==> src/rtl/sd_pkg.sv <==
// Shared types and constants for the SD single-block read controller.
package sd_pkg;

  typedef enum logic [2:0] {
    S_IDLE,
    S_SEND_CMD,
    S_WAIT_R1,
    S_POLL_TOKEN,
    S_READ_DATA,
    S_DONE,
    S_ERROR
  } state_t;

  typedef enum logic [2:0] {
    ERR_NONE       = 3'd0,
    ERR_NOT_READY  = 3'd1,
    ERR_R1         = 3'd2,
    ERR_TIMEOUT    = 3'd3,
    ERR_DATA_TOKEN = 3'd4,
    ERR_SPI        = 3'd5
  } err_code_t;

  localparam logic [7:0]  CMD17       = 8'h51;
  localparam logic [7:0]  START_TOKEN = 8'hFE;
  localparam logic [7:0]  IDLE_BYTE   = 8'hFF;
  localparam int unsigned BLOCK_LEN   = 512;

  // Sized forms used against the 10-bit byte counter / length port.
  localparam logic [9:0]  BLOCK_LEN_W = 10'(BLOCK_LEN);
  localparam logic [9:0]  READ_BYTES  = 10'(BLOCK_LEN + 2);
  localparam logic [9:0]  LAST_BYTE   = 10'(BLOCK_LEN + 1);

endpackage

==> src/rtl/sd_block_read.sv <==
// SD card single-block (CMD17) read controller driving a byte-level SPI engine.
module sd_block_read
  import sd_pkg::*;
#(
  parameter int unsigned TOKEN_TIMEOUT = 4095
) (
  input  logic        clk,
  input  logic        res_n,
  input  logic        card_ready,
  input  logic        rd_req,
  input  logic [31:0] rd_addr,
  output logic        rd_busy,
  output logic        rd_done,
  output logic        rd_error,
  output logic [2:0]  rd_err_code,
  output logic [7:0]  data_out,
  output logic        data_valid,
  output logic [8:0]  data_idx,
  output logic [47:0] spi_cmd_data,
  output logic        spi_cmd,
  output logic [9:0]  spi_bytes_expected,
  input  logic        spi_busy,
  input  logic        spi_error,
  input  logic [7:0]  spi_response,
  input  logic        spi_avail
);

  localparam logic [15:0] POLL_LIMIT = 16'(TOKEN_TIMEOUT);

  state_t      state_q, state_d;
  err_code_t   err_q, err_d;
  logic [31:0] addr_q, addr_d;
  logic [15:0] poll_cnt_q, poll_cnt_d;
  logic [9:0]  byte_cnt_q, byte_cnt_d;
  logic        pend_q, pend_d;
  logic [7:0]  data_out_q, data_out_d;
  logic        data_valid_q, data_valid_d;
  logic [8:0]  data_idx_q, data_idx_d;

  // A transaction may start only when the engine is free and not faulting.
  logic launch_ok;
  assign launch_ok = !spi_busy && !spi_error;

  // State and datapath registers.
  always_ff @(posedge clk or negedge res_n) begin
    if (!res_n) begin
      state_q      <= S_IDLE;
      err_q        <= ERR_NONE;
      addr_q       <= '0;
      poll_cnt_q   <= '0;
      byte_cnt_q   <= '0;
      pend_q       <= 1'b0;
      data_out_q   <= '0;
      data_valid_q <= 1'b0;
      data_idx_q   <= '0;
    end else begin
      state_q      <= state_d;
      err_q        <= err_d;
      addr_q       <= addr_d;
      poll_cnt_q   <= poll_cnt_d;
      byte_cnt_q   <= byte_cnt_d;
      pend_q       <= pend_d;
      data_out_q   <= data_out_d;
      data_valid_q <= data_valid_d;
      data_idx_q   <= data_idx_d;
    end
  end

  // Next-state and datapath update; pend_q marks a launched transaction awaiting replies.
  always_comb begin
    state_d      = state_q;
    err_d        = err_q;
    addr_d       = addr_q;
    poll_cnt_d   = poll_cnt_q;
    byte_cnt_d   = byte_cnt_q;
    pend_d       = pend_q;
    data_out_d   = data_out_q;
    data_valid_d = 1'b0;
    data_idx_d   = data_idx_q;

    unique case (state_q)
      S_IDLE: begin
        if (rd_req) begin
          if (card_ready) begin
            addr_d  = rd_addr;
            err_d   = ERR_NONE;
            state_d = S_SEND_CMD;
          end else begin
            err_d   = ERR_NOT_READY;
            state_d = S_ERROR;
          end
        end
      end
      S_SEND_CMD: begin
        if (launch_ok) state_d = S_WAIT_R1;
      end
      S_WAIT_R1: begin
        if (spi_avail) begin
          if (spi_response == 8'h00) begin
            poll_cnt_d = '0;
            pend_d     = 1'b0;
            state_d    = S_POLL_TOKEN;
          end else begin
            err_d   = ERR_R1;
            state_d = S_ERROR;
          end
        end
      end
      S_POLL_TOKEN: begin
        if (!pend_q) begin
          if (poll_cnt_q == POLL_LIMIT) begin
            err_d   = ERR_TIMEOUT;
            state_d = S_ERROR;
          end else if (launch_ok) begin
            pend_d = 1'b1;
          end
        end else if (spi_avail) begin
          pend_d = 1'b0;
          if (spi_response == START_TOKEN) begin
            byte_cnt_d = '0;
            state_d    = S_READ_DATA;
          end else if (spi_response == IDLE_BYTE) begin
            poll_cnt_d = poll_cnt_q + 16'd1;
          end else begin
            err_d   = ERR_DATA_TOKEN;
            state_d = S_ERROR;
          end
        end
      end
      S_READ_DATA: begin
        if (!pend_q) begin
          if (launch_ok) pend_d = 1'b1;
        end else if (spi_avail) begin
          if (byte_cnt_q < BLOCK_LEN_W) begin
            data_out_d   = spi_response;
            data_idx_d   = byte_cnt_q[8:0];
            data_valid_d = 1'b1;
          end
          if (byte_cnt_q == LAST_BYTE) begin
            pend_d  = 1'b0;
            state_d = S_DONE;
          end else begin
            byte_cnt_d = byte_cnt_q + 10'd1;
          end
        end
      end
      S_DONE:  state_d = S_IDLE;
      S_ERROR: state_d = S_IDLE;
      default: state_d = S_IDLE;
    endcase

    // Engine fault overrides everything while a transaction sequence is active;
    // DONE/ERROR are single-cycle exits and are left to complete their pulse.
    if (spi_error && (state_q inside {S_SEND_CMD, S_WAIT_R1, S_POLL_TOKEN, S_READ_DATA})) begin
      err_d        = ERR_SPI;
      pend_d       = 1'b0;
      data_valid_d = 1'b0;
      state_d      = S_ERROR;
    end
  end

  // Combinational outputs decoded from the current state.
  always_comb begin
    spi_cmd            = 1'b0;
    spi_cmd_data       = '1;
    spi_bytes_expected = '0;
    unique case (state_q)
      S_SEND_CMD: begin
        spi_cmd            = launch_ok;
        spi_cmd_data       = {CMD17, addr_q, IDLE_BYTE};
        spi_bytes_expected = 10'd1;
      end
      S_POLL_TOKEN: begin
        spi_cmd            = !pend_q && (poll_cnt_q != POLL_LIMIT) && launch_ok;
        spi_bytes_expected = 10'd1;
      end
      S_READ_DATA: begin
        spi_cmd            = !pend_q && launch_ok;
        spi_bytes_expected = READ_BYTES;
      end
      default: ;
    endcase
  end

  assign rd_busy     = (state_q != S_IDLE);
  assign rd_done     = (state_q == S_DONE);
  assign rd_error    = (state_q == S_ERROR);
  assign rd_err_code = err_q;
  assign data_out    = data_out_q;
  assign data_valid  = data_valid_q;
  assign data_idx    = data_idx_q;

endmodule

==> config.mk <==
export PLATFORM = sky130hd
export DESIGN_NAME = sd_block_read
export DESIGN_NICKNAME = d
export VERILOG_FILES = /design/src/rtl/sd_pkg.sv /design/src/rtl/sd_block_read.sv
export SDC_FILE = /design/constraint.sdc
export NUM_CORES = 1
export LEC_CHECK = 0
export ABC_AREA = 1
export CAP_MARGIN = 10
export CORE_MARGIN = 2
export CORE_UTILIZATION = 47
export DETAILED_ROUTE_END_ITERATION = 6
export GPL_TIMING_DRIVEN = 0
export HOLD_SLACK_MARGIN = 0.12
export PLACE_DENSITY = 0.81
export SYNTH_ARGS = -nofsm -noshare
export SYNTH_HDL_FRONTEND = slang
export SYNTH_SLANG_ARGS = --single-unit
==> constraint.sdc <==
create_clock -name clk -period 4.5 [get_ports clk]
set_input_delay 1.35 -clock clk [delete_from_list [all_inputs] [get_ports clk]]
set_output_delay 1.35 -clock clk [all_outputs]
set_load 0.005 [all_outputs]
==> qor.csv, run 1 <==
stage,metric,value,unit
worst_hold_path,HP Start,rd_err_code[0],
yosys,top-area cell type share of the netlist area,0.441,
global_routing,met1 usage,0.239,
yosys,sequential element share of the synthesized area,0.441,
finish,final net count,730,
finish,Multi-input gate area,2270,µm²
worst_setup_path,CP startpoint kind,input port,
sta,worst-margin pin slew,0.573,ns
sta,Final min period,4.38,ns
pwr,register share of total power,0.379,
global_routing,first-pass GRT wire length,18.9,mm
routing,Vias,4041,
die,Die Ht,104,µm
worst_setup_path,crit-path most repeated cell,clkdlybuf4s50_1,
yosys,Seq cells post-synth,83,
clock_tree,clk sinks,83,
clock_tree,hold buffer count at CTS,0,
finish,layout cells sized above 1,0.225,
routing,DRC Markers,0,
clock_tree,worst skew pair latency,0.36,ns
pwr,Final Power,3.23,mW
worst_hold_path,Hold Crit Endpoint,rd_err_code[0],
global_routing,largest net degree at the start of global routing,68,
worst_setup_path,RR Endpoint,state_q[2],
finish,"most common cell after layout, fill and taps aside",nand2_1,
die,num rows,36,
finish,most frequent cells in the layout,"118 x nand2_1, 110 x clkdlybuf4s50_1, 83 x dfrtp_1, 60 x nor2_1, 39 x mux2_2",
global_routing,grt met3 use,0.0401,
worst_setup_path,worst reg2reg startpoint,poll_cnt_q[0],
yosys,synth warn,0,
routing,Total Wirelength,11.2,mm
worst_setup_path,critical path arrival,3.03,ns
sta,Hold WS,0.489,ns
pwr,Internal,2.09,mW
die,Die X,104,µm
finish,Layout area overhead,33.6,%
worst_setup_path,reg2reg path depth,10,
worst_setup_path,nature of the critical path endpoint,output pin,
routing,vias per cell,4.94,
yosys,Post-Synthesis Cells,541,
worst_hold_path,HP Class,reg -> reg,
yosys,Unique masters post-synth,37,
worst_setup_path,CP max stage delay,0.56,ns
sta,final hold violations,0,
die,# IOs,130,
clock_tree,Max H-tree Level,3,
global_routing,routing usage on met2,0.403,
pwr,Pwr Density,514,nW/µm²
pwr,Max VDD drop,284,µV
status,status,finished clean,
yosys,"EDFF count, synth",0,
yosys,top_reg_cell synth,dfrtp_1,
clock_tree,CTS tree,yes,
place,DP HPWL,8.49,mm
sta,Final WS setup,0.124,ns
routing,drt pass-1 iters,4,
pwr,Comb power frac,0.436,
die,Core Area,9730,µm²
global_routing,GRT Residual Overflow,0,
place,IO buf count,111,
die,die area,10800,µm²
global_routing,grt peak-use layer,met2,
pwr,Clock Power Share,0.185,
yosys,Post-Syn Area per Cell,8.70,µm²
clock_tree,clock-pin transition on the worst setup and hold timing paths,0.08,ns
pwr,Net Sw Frac,0.351,
finish,FF/Latch Area,2080,µm²
place,Post-Place Worst Slack,0.170,ns
die,initial core utilization,0.484,
yosys,"Async S/R FF share, synth",1.00,
sta,Max transition margin,0.618,
clock_tree,Clock Path Buffers,2,
yosys,"area leader, netlist",dfrtp_1,
sta,Finish-stage setup viols,0,
finish,Ant. Diodes,0,
sta,max-slew violations,0,
sta,Final period util,0.972,
job,Max Cap Violations,0,
clock_tree,Clock Tree Root,clkbuf_8,
worst_setup_path,Worst R2R Setup Slack,2.60,ns
global_routing,GRT Total Usage,0.215,
finish,fin util,0.646,
finish,Filler cells,842,
worst_hold_path,Hold Crit Depth,2,
worst_setup_path,"Max FO, Critical Path",5,
worst_setup_path,critical-path cell list,"clkdlybuf4s50_1, nor2_1, inv_1, a31oi_1, clkdlybuf4s50_1",
worst_setup_path,CP max-delay cell,clkdlybuf4s50_1,
yosys,Post-Syn Area,4710,µm²
clock_tree,post-CTS repair timing setup buffer count,0,
clock_tree,clock buffer count from CTS,9,
routing,Routed Antenna Nets,0,
worst_setup_path,Required @ worst endpoint,3.15,ns
global_routing,initial antenna violation count,0,
place,post-placement cell area,6070,µm²
sta,Worst Skew,0.00675,ns
routing,First DRT Iteration DRCs,191,
worst_setup_path,Crit Path Category,in -> out,
sta,achievable clock frequency,0.229,GHz
yosys,"top cells by area, synth","dfrtp_1 44%, nand2_1 9.4%, mux2_2 9.3%",
global_routing,vias in the first global route,4155,
routing,mean routed wirelength per cell,13.7,µm
place,gpl congestion,0.855,
pwr,P_leak,2.87,nW
sta,RSZ-0062 raised after global routing,false,
clock_tree,post_cts resized,0,
finish,fin area,6290,µm²
pwr,Net Sw Power,1.13,mW
## metrics by stage
step                      std cells  TNS [ns]
after floorplan                 557         0
after global placement          801    -71.32
after detailed placement        802         0
after CTS                       818         0
after global routing            818         0
final                           818         0
## registers in the layout, indices dropped and copies added (netlist names)
| signal | cells |
|---|---|
| addr_q | 32 |
| byte_cnt_q | 10 |
| data_idx | 9 |
| data_out | 8 |
| data_valid | 1 |
| pend_q | 1 |
| poll_cnt_q | 16 |
| rd_err_code | 3 |
| state_q | 3 |
## critical path, delay by kind of cell
| kind | cells | cell delay [ns] |
|---|---|---|
| simple gates | 1 | 0.21 |
| buf+inv | 3 | 1.20 |
| compound gates | 1 | 0.26 |
## routing by layer
metal	routed length, µm	up-vias
met5	0	-
met4	260	0
met3	406	24
met2	6060	103
met1	4490	1933
li1	-	1981
## power by group through the flow
stage,clock [mW],sequential [mW],combinational (mW)
2_1_floorplan,0,1.20,0.854
3_3_place_gp,0,1.22,1.37
3_5_place_dp,0,1.24,1.41
4_1_cts,0.615,1.23,1.42
5_1_grt,0.643,1.26,1.56
6_report,0.598,1.22,1.41
## cells in the mapped netlist, types with 6 or more instances
cell type and instances:
or2_2 34, nand2_1 118, nand2_2 6, buf_6 6, o21ai_0 22, buf_4 23
dfrtp_1 83, mux2_2 39, nand3_1 38, nor2_1 60, inv_1 30, nor3_1 9
xor2_1 13
## cell families (layout without fill, tap and decap cells)
| group | after synthesis | count (layout) | synth area share |
|---|---|---|---|
| muxes | 39 | 39 | 0.0933 |
| DFF | 83 | 83 | 0.441 |
| xor gates and xnor gates | 14 | 14 | 0.0261 |
| other | 2 | 18 | 0.00160 |
| AOI/OAI and AO/OA | 37 | 37 | 0.0439 |
| buffers and inverters | 73 | 201 | 0.0883 |
| adders and majority gates | 3 | 3 | 0.00798 |
| and+or+nand+nor | 290 | 290 | 0.298 |
## layout make-up
type	instances	area share
buffer	38	0.0446
clock buffer	12	0.0231
clock inverter	4	0.0117
inverter	35	0.0215
multi-input combinational	401	0.362
sequential	83	0.330
tap	133	0.0265
timing repair buffer	112	0.181
## how the worst max path moves through the flow
stage          startpoint   endpoint  slack [ns]  depth (start not counted)
3_3_place_gp        res_n  addr_q[2]       -0.87                          1
3_5_place_dp    spi_error    spi_cmd        0.17                          5
6_report        spi_error    spi_cmd        0.12                          5
4_1_cts         spi_error    spi_cmd        0.17                          5
5_1_grt         spi_error    spi_cmd         0.1                          5
2_1_floorplan    spi_busy    spi_cmd        1.47                          3
No activity file was read; power rests on OpenSTA's default activity.
==> run 2, diff against run 1 <==
--- a/config.mk
+++ b/config.mk
@@ -10,6 +10,7 @@
 export CORE_MARGIN = 2
 export CORE_UTILIZATION = 47
 export DETAILED_ROUTE_END_ITERATION = 6
+export GPL_ROUTABILITY_DRIVEN = 0
 export GPL_TIMING_DRIVEN = 0
 export HOLD_SLACK_MARGIN = 0.12
 export PLACE_DENSITY = 0.81
==> results of run 2 <==
Same layout as run 1: the final DEF is identical, and so are final timing and power.
